==> config.mk <==
export PLATFORM = sky130hd
export DESIGN_NAME = mult8_seq_share_ctrl_flat
export DESIGN_NICKNAME = d
export VERILOG_FILES = /design/src/rtl/mult_pkg.sv /design/src/rtl/mult8_seq_share_ctrl_if.sv /design/src/rtl/mult4_core.sv /design/src/rtl/mult8_seq_share_ctrl.sv /design/src/flat_wrapper.sv
export SDC_FILE = /design/constraint.sdc
export NUM_CORES = 1
export LEC_CHECK = 0
export CAP_MARGIN = 20
export CORE_MARGIN = 2
export CORE_UTILIZATION = 51
export CTS_BUF_LIST = sky130_fd_sc_hd__clkbuf_4
export CTS_CLUSTER_SIZE = 28
export DETAILED_ROUTE_END_ITERATION = 10
export PLACE_DENSITY = 0.9
export SLEW_MARGIN = 20
export SYNTH_ARGS = -nofsm -noshare
export SYNTH_HDL_FRONTEND = slang
export SYNTH_SLANG_ARGS = --single-unit
export TNS_END_PERCENT = 10
==> constraint.sdc <==
create_clock -name clk -period 5.4 [get_ports clk]
set_input_delay 0.54 -clock clk [delete_from_list [all_inputs] [get_ports clk]]
set_output_delay 0.54 -clock clk [all_outputs]
set_load 0.02 [all_outputs]
==> src/rtl/mult_pkg.sv <==
// Shared types and constants for the time-shared 8x8 multiplier.
// MULT_SEQ_ZERO_SKIP_EN enables the step-scan helper used by zero-skip.
package mult_pkg;

    localparam int IN_W  = 8;
    localparam int SUB_W = 4;
    localparam int OUT_W = 16;

    typedef enum logic [1:0] {
        IDLE,
        MUL,
        DONE
    } state_t;

    typedef logic [1:0] step_t;

    localparam int unsigned SHIFT_AMT [4] = '{0, 4, 4, 8};

`ifdef MULT_SEQ_ZERO_SKIP_EN
    // {found, index} of the lowest set bit of m
    function automatic logic [2:0] first_set(input logic [3:0] m);
        logic [2:0] r;
        r = '0;
        for (int i = 3; i >= 0; i--) begin
            if (m[i]) r = {1'b1, 2'(i)};
        end
        return r;
    endfunction
`endif

endpackage

==> src/rtl/mult8_seq_share_ctrl_if.sv <==
// Operand/product valid-ready bundle for the sequential multiplier.
// Same bundle with or without MULT_SEQ_ZERO_SKIP_EN.
interface mult8_seq_share_ctrl_if;
    import mult_pkg::*;

    logic             in_valid;
    logic             in_ready;
    logic [IN_W-1:0]  A;
    logic [IN_W-1:0]  B;
    logic             out_valid;
    logic             out_ready;
    logic [OUT_W-1:0] P;
    logic             busy;

    modport master (
        output in_valid, A, B, out_ready,
        input  in_ready, out_valid, P, busy
    );

    modport slave (
        input  in_valid, A, B, out_ready,
        output in_ready, out_valid, P, busy
    );

endinterface

==> src/rtl/mult4_core.sv <==
// Combinational 4x4 -> 8 unsigned multiplier core.
// Shared by all partial products; unaffected by MULT_SEQ_ZERO_SKIP_EN.
module mult4_core
    import mult_pkg::*;
(
    input  logic [SUB_W-1:0]   a,
    input  logic [SUB_W-1:0]   b,
    output logic [2*SUB_W-1:0] p
);

    assign p = {{SUB_W{1'b0}}, a} * {{SUB_W{1'b0}}, b};

endmodule

==> src/rtl/mult8_seq_share_ctrl.sv <==
// 8x8 multiplier sequencing four nibble products through one core.
// MULT_SEQ_ZERO_SKIP_EN skips steps whose nibble product is zero.
module mult8_seq_share_ctrl
    import mult_pkg::*;
(
    input  logic                 clk,
    input  logic                 rst,
    mult8_seq_share_ctrl_if.slave bus
);

    state_t           state_q, state_d;
    step_t            step_q, step_d;
    logic [IN_W-1:0]  a_q, a_d;
    logic [IN_W-1:0]  b_q, b_d;
    logic [OUT_W-1:0] acc_q, acc_d;

    logic [SUB_W-1:0]   a_nib, b_nib;
    logic [2*SUB_W-1:0] core_p;
    logic [OUT_W-1:0]   term;
    logic               accept;
    logic               out_fire;

`ifdef MULT_SEQ_ZERO_SKIP_EN
    logic [3:0] mask_q, mask_d;
    logic [3:0] mask_in, mask_left;
    logic [2:0] first_in, next_left;
    logic       alo_nz, ahi_nz, blo_nz, bhi_nz;

    assign alo_nz = |bus.A[SUB_W-1:0];
    assign ahi_nz = |bus.A[IN_W-1:SUB_W];
    assign blo_nz = |bus.B[SUB_W-1:0];
    assign bhi_nz = |bus.B[IN_W-1:SUB_W];

    assign mask_in   = {ahi_nz && bhi_nz,
                        ahi_nz && blo_nz,
                        alo_nz && bhi_nz,
                        alo_nz && blo_nz};
    assign mask_left = mask_q & ~(4'b0001 << step_q);
    assign first_in  = first_set(mask_in);
    assign next_left = first_set(mask_left);
`endif

    // step bit 1 picks the A nibble, bit 0 the B nibble
    assign a_nib = step_q[1] ? a_q[IN_W-1:SUB_W] : a_q[SUB_W-1:0];
    assign b_nib = step_q[0] ? b_q[IN_W-1:SUB_W] : b_q[SUB_W-1:0];

    mult4_core u_core (
        .a (a_nib),
        .b (b_nib),
        .p (core_p)
    );

    assign term = OUT_W'(core_p) << SHIFT_AMT[step_q];

    assign accept   = bus.in_valid && bus.in_ready;
    assign out_fire = bus.out_valid && bus.out_ready;

    assign bus.in_ready  = (state_q == IDLE) && !rst;
    assign bus.out_valid = (state_q == DONE);
    assign bus.P         = acc_q;
    assign bus.busy      = (state_q != IDLE);

    // next-state, step sequencing and accumulation
    always_comb begin
        state_d = state_q;
        step_d  = step_q;
        a_d     = a_q;
        b_d     = b_q;
        acc_d   = acc_q;
`ifdef MULT_SEQ_ZERO_SKIP_EN
        mask_d  = mask_q;
`endif
        unique case (state_q)
            IDLE: begin
                if (accept) begin
                    a_d     = bus.A;
                    b_d     = bus.B;
                    acc_d   = '0;
                    step_d  = '0;
                    state_d = MUL;
`ifdef MULT_SEQ_ZERO_SKIP_EN
                    mask_d  = mask_in;
                    step_d  = first_in[1:0];
                    if (!first_in[2]) state_d = DONE;
`endif
                end
            end
            MUL: begin
                acc_d = acc_q + term;
`ifdef MULT_SEQ_ZERO_SKIP_EN
                mask_d = mask_left;
                if (next_left[2]) step_d = next_left[1:0];
                else              state_d = DONE;
`else
                if (step_q == 2'd3) state_d = DONE;
                else                step_d  = step_q + 2'd1;
`endif
            end
            DONE: begin
                if (out_fire) state_d = IDLE;
            end
            default: state_d = IDLE;
        endcase
    end

    // FSM state register
    always_ff @(posedge clk) begin
        if (rst) state_q <= IDLE;
        else     state_q <= state_d;
    end

    // operand, step and accumulator registers
    always_ff @(posedge clk) begin
        if (rst) begin
            step_q <= '0;
            a_q    <= '0;
            b_q    <= '0;
            acc_q  <= '0;
`ifdef MULT_SEQ_ZERO_SKIP_EN
            mask_q <= '0;
`endif
        end else begin
            step_q <= step_d;
            a_q    <= a_d;
            b_q    <= b_d;
            acc_q  <= acc_d;
`ifdef MULT_SEQ_ZERO_SKIP_EN
            mask_q <= mask_d;
`endif
        end
    end

endmodule
==> src/flat_wrapper.sv <==
// flat-port wrapper written by rule: the top's interface ports become plain ports
module mult8_seq_share_ctrl_flat import mult_pkg::*;
  (clk, rst, bus_in_valid, bus_A, bus_B, bus_out_ready, bus_in_ready, bus_out_valid, bus_P, bus_busy);
  mult8_seq_share_ctrl_if bus_i ();
  input  logic clk;
  input  logic rst;
  input wire logic [$bits(bus_i.in_valid)-1:0] bus_in_valid;
  input wire logic [$bits(bus_i.A)-1:0] bus_A;
  input wire logic [$bits(bus_i.B)-1:0] bus_B;
  input wire logic [$bits(bus_i.out_ready)-1:0] bus_out_ready;
  output wire logic [$bits(bus_i.in_ready)-1:0] bus_in_ready;
  output wire logic [$bits(bus_i.out_valid)-1:0] bus_out_valid;
  output wire logic [$bits(bus_i.P)-1:0] bus_P;
  output wire logic [$bits(bus_i.busy)-1:0] bus_busy;
  assign bus_i.in_valid = bus_in_valid;
  assign bus_i.A = bus_A;
  assign bus_i.B = bus_B;
  assign bus_i.out_ready = bus_out_ready;
  assign bus_in_ready = bus_i.in_ready;
  assign bus_out_valid = bus_i.out_valid;
  assign bus_P = bus_i.P;
  assign bus_busy = bus_i.busy;
  mult8_seq_share_ctrl u_core (.clk(clk), .rst(rst), .bus(bus_i));
endmodule
# Word-level counts from Yosys, hierarchy flattened

Cells that the tools add are included.
Widths: inputs -> output; s select.

Output and inout port bits: 19
Register bits: 36
Logic and storage cells: 43
Input bits: 20

Reductions and logical operators: 11
Shift-type cells: 1
Equality and inequality tests: 7
Bitwise gates (word level): 1
Mux-type cells: 14
$mul: 1
Add/subtract/negate cells: 2
Order comparisons: 1

Operator list:

| kind                | number |
|---|---|
| $bmux 32 s2         | 1 |
| $mux 32             | 2 |
| $pmux 16 s2         | 1 |
| $shl 8x32->16       | 1 |
| $add 16x16->16      | 1 |
| $mux 16             | 1 |
| $mux 2              | 5 |
| $mul 4x4->8         | 1 |
| $mux 4              | 2 |
| $pmux 2 s3          | 1 |
| $reduce_and 3->1    | 2 |
| $eq 2x2->1 const B  | 2 |
| $ne 2x1->1 const B  | 2 |
| $ne 2x2->1 const B  | 2 |
| $pmux 2 s2          | 1 |
| $reduce_and 2->1    | 2 |
| $reduce_bool 2->1   | 2 |
| $ge 3x3->1 const B  | 1 |
| $logic_and 1x1->1   | 3 |
| $not 2->3           | 1 |
| $add 2x1->2 const B | 1 |
| $eq 2x1->1 const B  | 1 |
| $logic_not 2->1     | 1 |
| $logic_not 1->1     | 1 |

# Depth between registers and ports, before layout

Word-level depth: 7
Depth in mapped cells: 23
Mapped depth without buffers: 21

# By module

Synthesis repeated with hierarchy kept, for this count alone.

Cells, all modules: 354
Area, all modules: 2931.6 um^2

By module, submodules not included:

| module               | area each (um^2) | cells each | seq. area each (um^2) | times used |
|---|---|---|---|---|
| mult8_seq_share_ctrl | 2467.4           | 303        | 720.7                 | 1 |
| mult4_core           | 464.2            | 51         | 0.0                   | 1 |

# Least setup slack after synthesis

Ideal clock, no wire load.

Path kind: reg-to-reg
Start point: register u_core.step_q[0]
End point: register u_core.acc_q[15], in the netlist u_core.bus.P[15]
Cell stages (with the launch flop): 22
Data arrival time: 5.104 ns
Path buffers: 2
Clock period less this slack: 5.228 ns
Data required time: 5.277 ns
Path slack: 0.172 ns
Library setup time: 0.123 ns
Cells stage by stage: dfxtp_1 -> clkbuf_1 -> mux2i_1 -> or2_2 -> fa_1 -> inv_1 -> fa_1 -> ha_1 -> a21oi_1 -> nor2_1 -> or4_1 -> nand2_1 -> mux2i_1 -> and2_1 -> ha_1 -> clkbuf_2 -> nand3_1 -> a21o_1 -> a311o_1 -> a21oi_2 -> mux2i_1 -> mux2_1

Cells in the longest elaborated chain, start to end: 7
Elaborated cells on any way between the ends: 9
Classes of those cells: add/sub: 1; mul: 1; shift: 1; mux: 5; bitwise: 1

Ends and longest elaborated chain:

| item                                                | RTL line                    | source |
|---|---|---|
| from (decl)                                         | mult8_seq_share_ctrl.sv:12  | `step_t step_q, step_d;` |
| from (signal assigned)                              | mult8_seq_share_ctrl.sv:123 | `step_q <= step_d;` |
| branches (longest 4 deep; another with $mul 4x4->8) | --                          |  |
| $shl 8x32->16 *                                     | mult8_seq_share_ctrl.sv:53  | `assign term = OUT_W'(core_p) << SHIFT_AMT[step_q];` |
| $add 16x16->16 *                                    | mult8_seq_share_ctrl.sv:89  | `acc_d = acc_q + term;` |
| $pmux 16 s2 *                                       | mult8_seq_share_ctrl.sv:73  | `unique case (state_q)` |
| to (signal assigned)                                | mult8_seq_share_ctrl.sv:118 | `acc_q <= '0;` |
| to (signal assigned)                                | mult8_seq_share_ctrl.sv:126 | `acc_q <= acc_d;` |
| to (decl)                                           | mult8_seq_share_ctrl.sv:15  | `logic [OUT_W-1:0] acc_q, acc_d;` |

Every way passes the cells marked *. The select of a mux whose other input is x is not followed.
A chain may end at the register's enable or synchronous reset.

# Worst setup path in the final report

Same ends and word-level chain as after synthesis.

==> impl_metrics.yaml <==
run_status:
  status: "completed"
pwr:
  irDropWorstVdd_mv: 0.102
  cellPowerDensity_mw_per_mm2: 185
  power_mw: 0.583
  p_leak_nw: 1.46
floorplan:
  die_y_um: 76.3
  start_util_pct: 52.5
  boundaryPins: 39
  rows: 26
  dieArea_mm2: 0.00581
  die_w_um: 76.3
  core_area_mm2: 0.00507
clock_tree:
  h-tree-depth: 2
  cts_tree: "built"
  cts-root-buf: "clkbuf_4"
  path_clk_slew_ns: 0.11
  clock_latency_ns: 0.34
  cts_sinks: 36
  clockBufferDepth: 2
  cts_buffers: 5
final_layout:
  drive_gt1_share_pct: 6.13
  fillers: 469
  multi_input_area_mm2: 0.00184
  fin_util_pct: 62.1
  final_cell_mix: "51 x nand2_1, 40 x nor2_1, 38 x clkdlybuf4s50_1"
  final_common_cell: "nand2_1"
  diodes: 0
  final_area_mm2: 0.00315
  area_growth_pct: 18.4
  nNetsFinal: 411
  regArea_um2: 726
sta:
  hold_viol: 0
  fmax_mhz: 195
  tightest_slew_ns: 0.935
  relSlewSlack_pct: 37.5
  finalCritPeriodShare_pct: 95.0
  fin_crit_ns: 5.13
  setup_viol: 0
  drv_slew: 0
  skew_ns: 0.00376
yosys:
  synth_top_family_by_area: "simple AND/OR/NAND/NOR gates"
  avgSynthCellArea_um2: 8.12
  yosysTopAreaCell: "dfxtp_1"
  synth_edf_count: 0
  yosysSeqAreaShare_pct: 27.1
  synth_compound_area_share_pct: 14.9
  muxShareOfSynthArea_pct: 5.36
  synthAdderAreaFrac_pct: 16.9
  synth-warning-count: 0
  ys_seq_elements: 36
  synthArstFlopShare_pct: 0
  synthFlopType: "dfxtp_1"
  synth-xor-area-share_pct: 5.26
  syn-instance-count: 328
  synthSimpleGateAreaFrac_pct: 26.2
  synth_cell_types: 42
  synthTopCellsByArea: "dfxtp_1 27%, ha_1 13%, nand2_1 7.2%"
  synth_area_mm2: 0.00266
  syn_nets: 381
  synth_top_area_share_pct: 27.1
worst_setup_path:
  r2r_setup_slack_ns: 0.27
  r2r_end: "u_core.bus.P[15]"
  cpMaxStageDelayCell: "fa_1"
  r2r_cells: 19
  crit_type: "reg2reg"
  critPathMaxFanout: 7
  slowest_delay_ns: 0.53
  cp-start-kind: "register"
  worstReg2RegStart: "u_core.step_q[0]"
  crit_path_end_kind: "register"
  critPathMostFrequentCell: "mux2i_1"
  arrival_ns: 5.37
  path_cells: "mux2i_1 > or2_2 > fa_1 > inv_1 > fa_1 > ha_1 > a21oi_2 > nor2_1 > or4_1 > nand2_1 > mux2i_1 > and2_1 > ha_4 > nand3_1 > a21o_1 > a311o_1 > a21oi_2 > mux2i_1 > mux2_1"
  cp.required_ns: 5.64
grt:
  overflow: 0
  grt_util_met1_pct: 24.5
  grt_pass1_vias: 2257
  grt_first_pass_wirelength_um: 9890
  use_met3_pct: 3.79
  grt.total_usage_pct: 20.5
  grt_max_degree: 32
  busiest_layer: "met2"
  antenna_found_initial: 0
  use_met2_pct: 34.8
placement:
  dpl_cell_area_mm2: 0.00305
  hpwlAfterDp_um: 4360
  gp_congestion: 0.919
  port_buffers: 38
run:
  cap_violations: 0
detailed_routing:
  final_antenna_net_count: 0
  drt_iter0_markers: 107
  wl_per_cell_um: 13.4
  drc: 0
  wl_um: 5750
  drt-vias-per-instance: 5.48
  dr.pass1.iters: 5
  vias: 2352
worst_hold_path:
  min_to: "u_core.a_q[0]"
  min_path_cells: 2
  hold_class: "reg2reg"
  hp-start: "u_core.a_q[0]"
metrics by stage:
stage	setup TNS, ns	hold slack [ns]	setup slack (ns)	std cells
after detailed placement	0	0.467	0.0257	421
after CTS	0	0.488	0.00229	429
after global routing	-0.00409	0.506	-0.00409	429
after floorplan	0	0.448	0.172	328
after global placement	0	0.468	0.186	421
final	0	0.483	0.272	429
power breakdown:
group | switching (mW) | internal, mW | leakage (nW)
clock network | 0.0933 | 0.102 | 0.0456
registers | 0.00969 | 0.277 | 0.295
logic | 0.0552 | 0.0458 | 1.12
total | 0.158 | 0.425 | 1.46
cells by family (layout without fill, tap and decap cells):
kind of cell,count (synthesis),count (layout)
compound gates,60,60
xor+xnor,16,16
fa+ha+maj,33,33
buf+inv,24,55
flops,36,36
mux,14,14
simple gates,145,145
synth_stat cells (2+ instances only):
cell type / instances
o21a_1: 2
a22o_1: 9
fa_1: 5
or2_2: 5
xnor2_1: 9
clkbuf_1: 8
o31ai_1: 2
a31oi_1: 7
and2_1: 2
clkbuf_8: 2
nand2_1: 51
mux2i_1: 12
o22ai_1: 2
a21o_1: 8
inv_1: 9
clkbuf_2: 3
buf_1: 2
nor2b_1: 6
ha_1: 28
o21ai_0: 3
nand3_1: 8
nand3b_1: 17
nor3b_1: 3
a21o_2: 2
nor2_1: 40
a21oi_1: 21
dfxtp_1: 36
nor3_1: 3
xor2_1: 7
nand2b_1: 4
sequential cells by signal, indices dropped and copies added, names as in the netlist:
name / cells
u_core.a_q: 8
u_core.state_q: 2
u_core.b_q: 8
u_core.step_q: 2
u_core.bus.P: 16
repair_timing:
| action | CTS | global route |
|---|---|---|
| buffers inserted | 0 | 0 |
| setup endpoints to repair | 0 | 4 |
| hold buffers | 0 | 0 |
| resized for setup | 0 | 6 |
layout make-up:
type	instances	share of cell area [%]
well taps	70	2.78
inverters	9	1.07
clock buffers	6	1.43
multi-input cells	268	58.5
clock inverters	2	1.11
flip-flops and latches	36	23.0
repair buffers	38	12.1
layer usage:
metal | part of all wire, % | wire (µm) | vias up
met3 | 3.2 | 182 | 15
met4 | 2.9 | 167 | 0
li1 | - | - | 1199
met2 | 49 | 2790 | 57
met5 | 0 | 0 | -
met1 | 45 | 2600 | 1081
worst max path at each step:
stage / to / slack, ns / cells past startpoint / from
finish: u_core.bus.P[15] / 0.27 / 19 / u_core.step_q[0]
global route: u_core.bus.P[15] / -0.004 / 19 / u_core.step_q[0]
CTS: u_core.bus.P[15] / 0.002 / 19 / u_core.step_q[0]
detailed placement: u_core.bus.P[15] / 0.03 / 19 / u_core.step_q[0]
global placement: u_core.bus.P[15] / 0.19 / 19 / u_core.step_q[0]
floorplan: u_core.bus.P[15] / 0.17 / 21 / u_core.step_q[0]
critical path: cells and delay by family, from the launching register on:
family                     cells  cell delay, ns
adders and majority gates      4            1.65
and+or+nand+nor                6            1.29
AOI/OAI and AO/OA              4            0.87
muxes                          4            0.78
DFF                            1            0.39
buffers and inverters          1            0.05
Note: power is estimated with default switching activity, not from simulation.
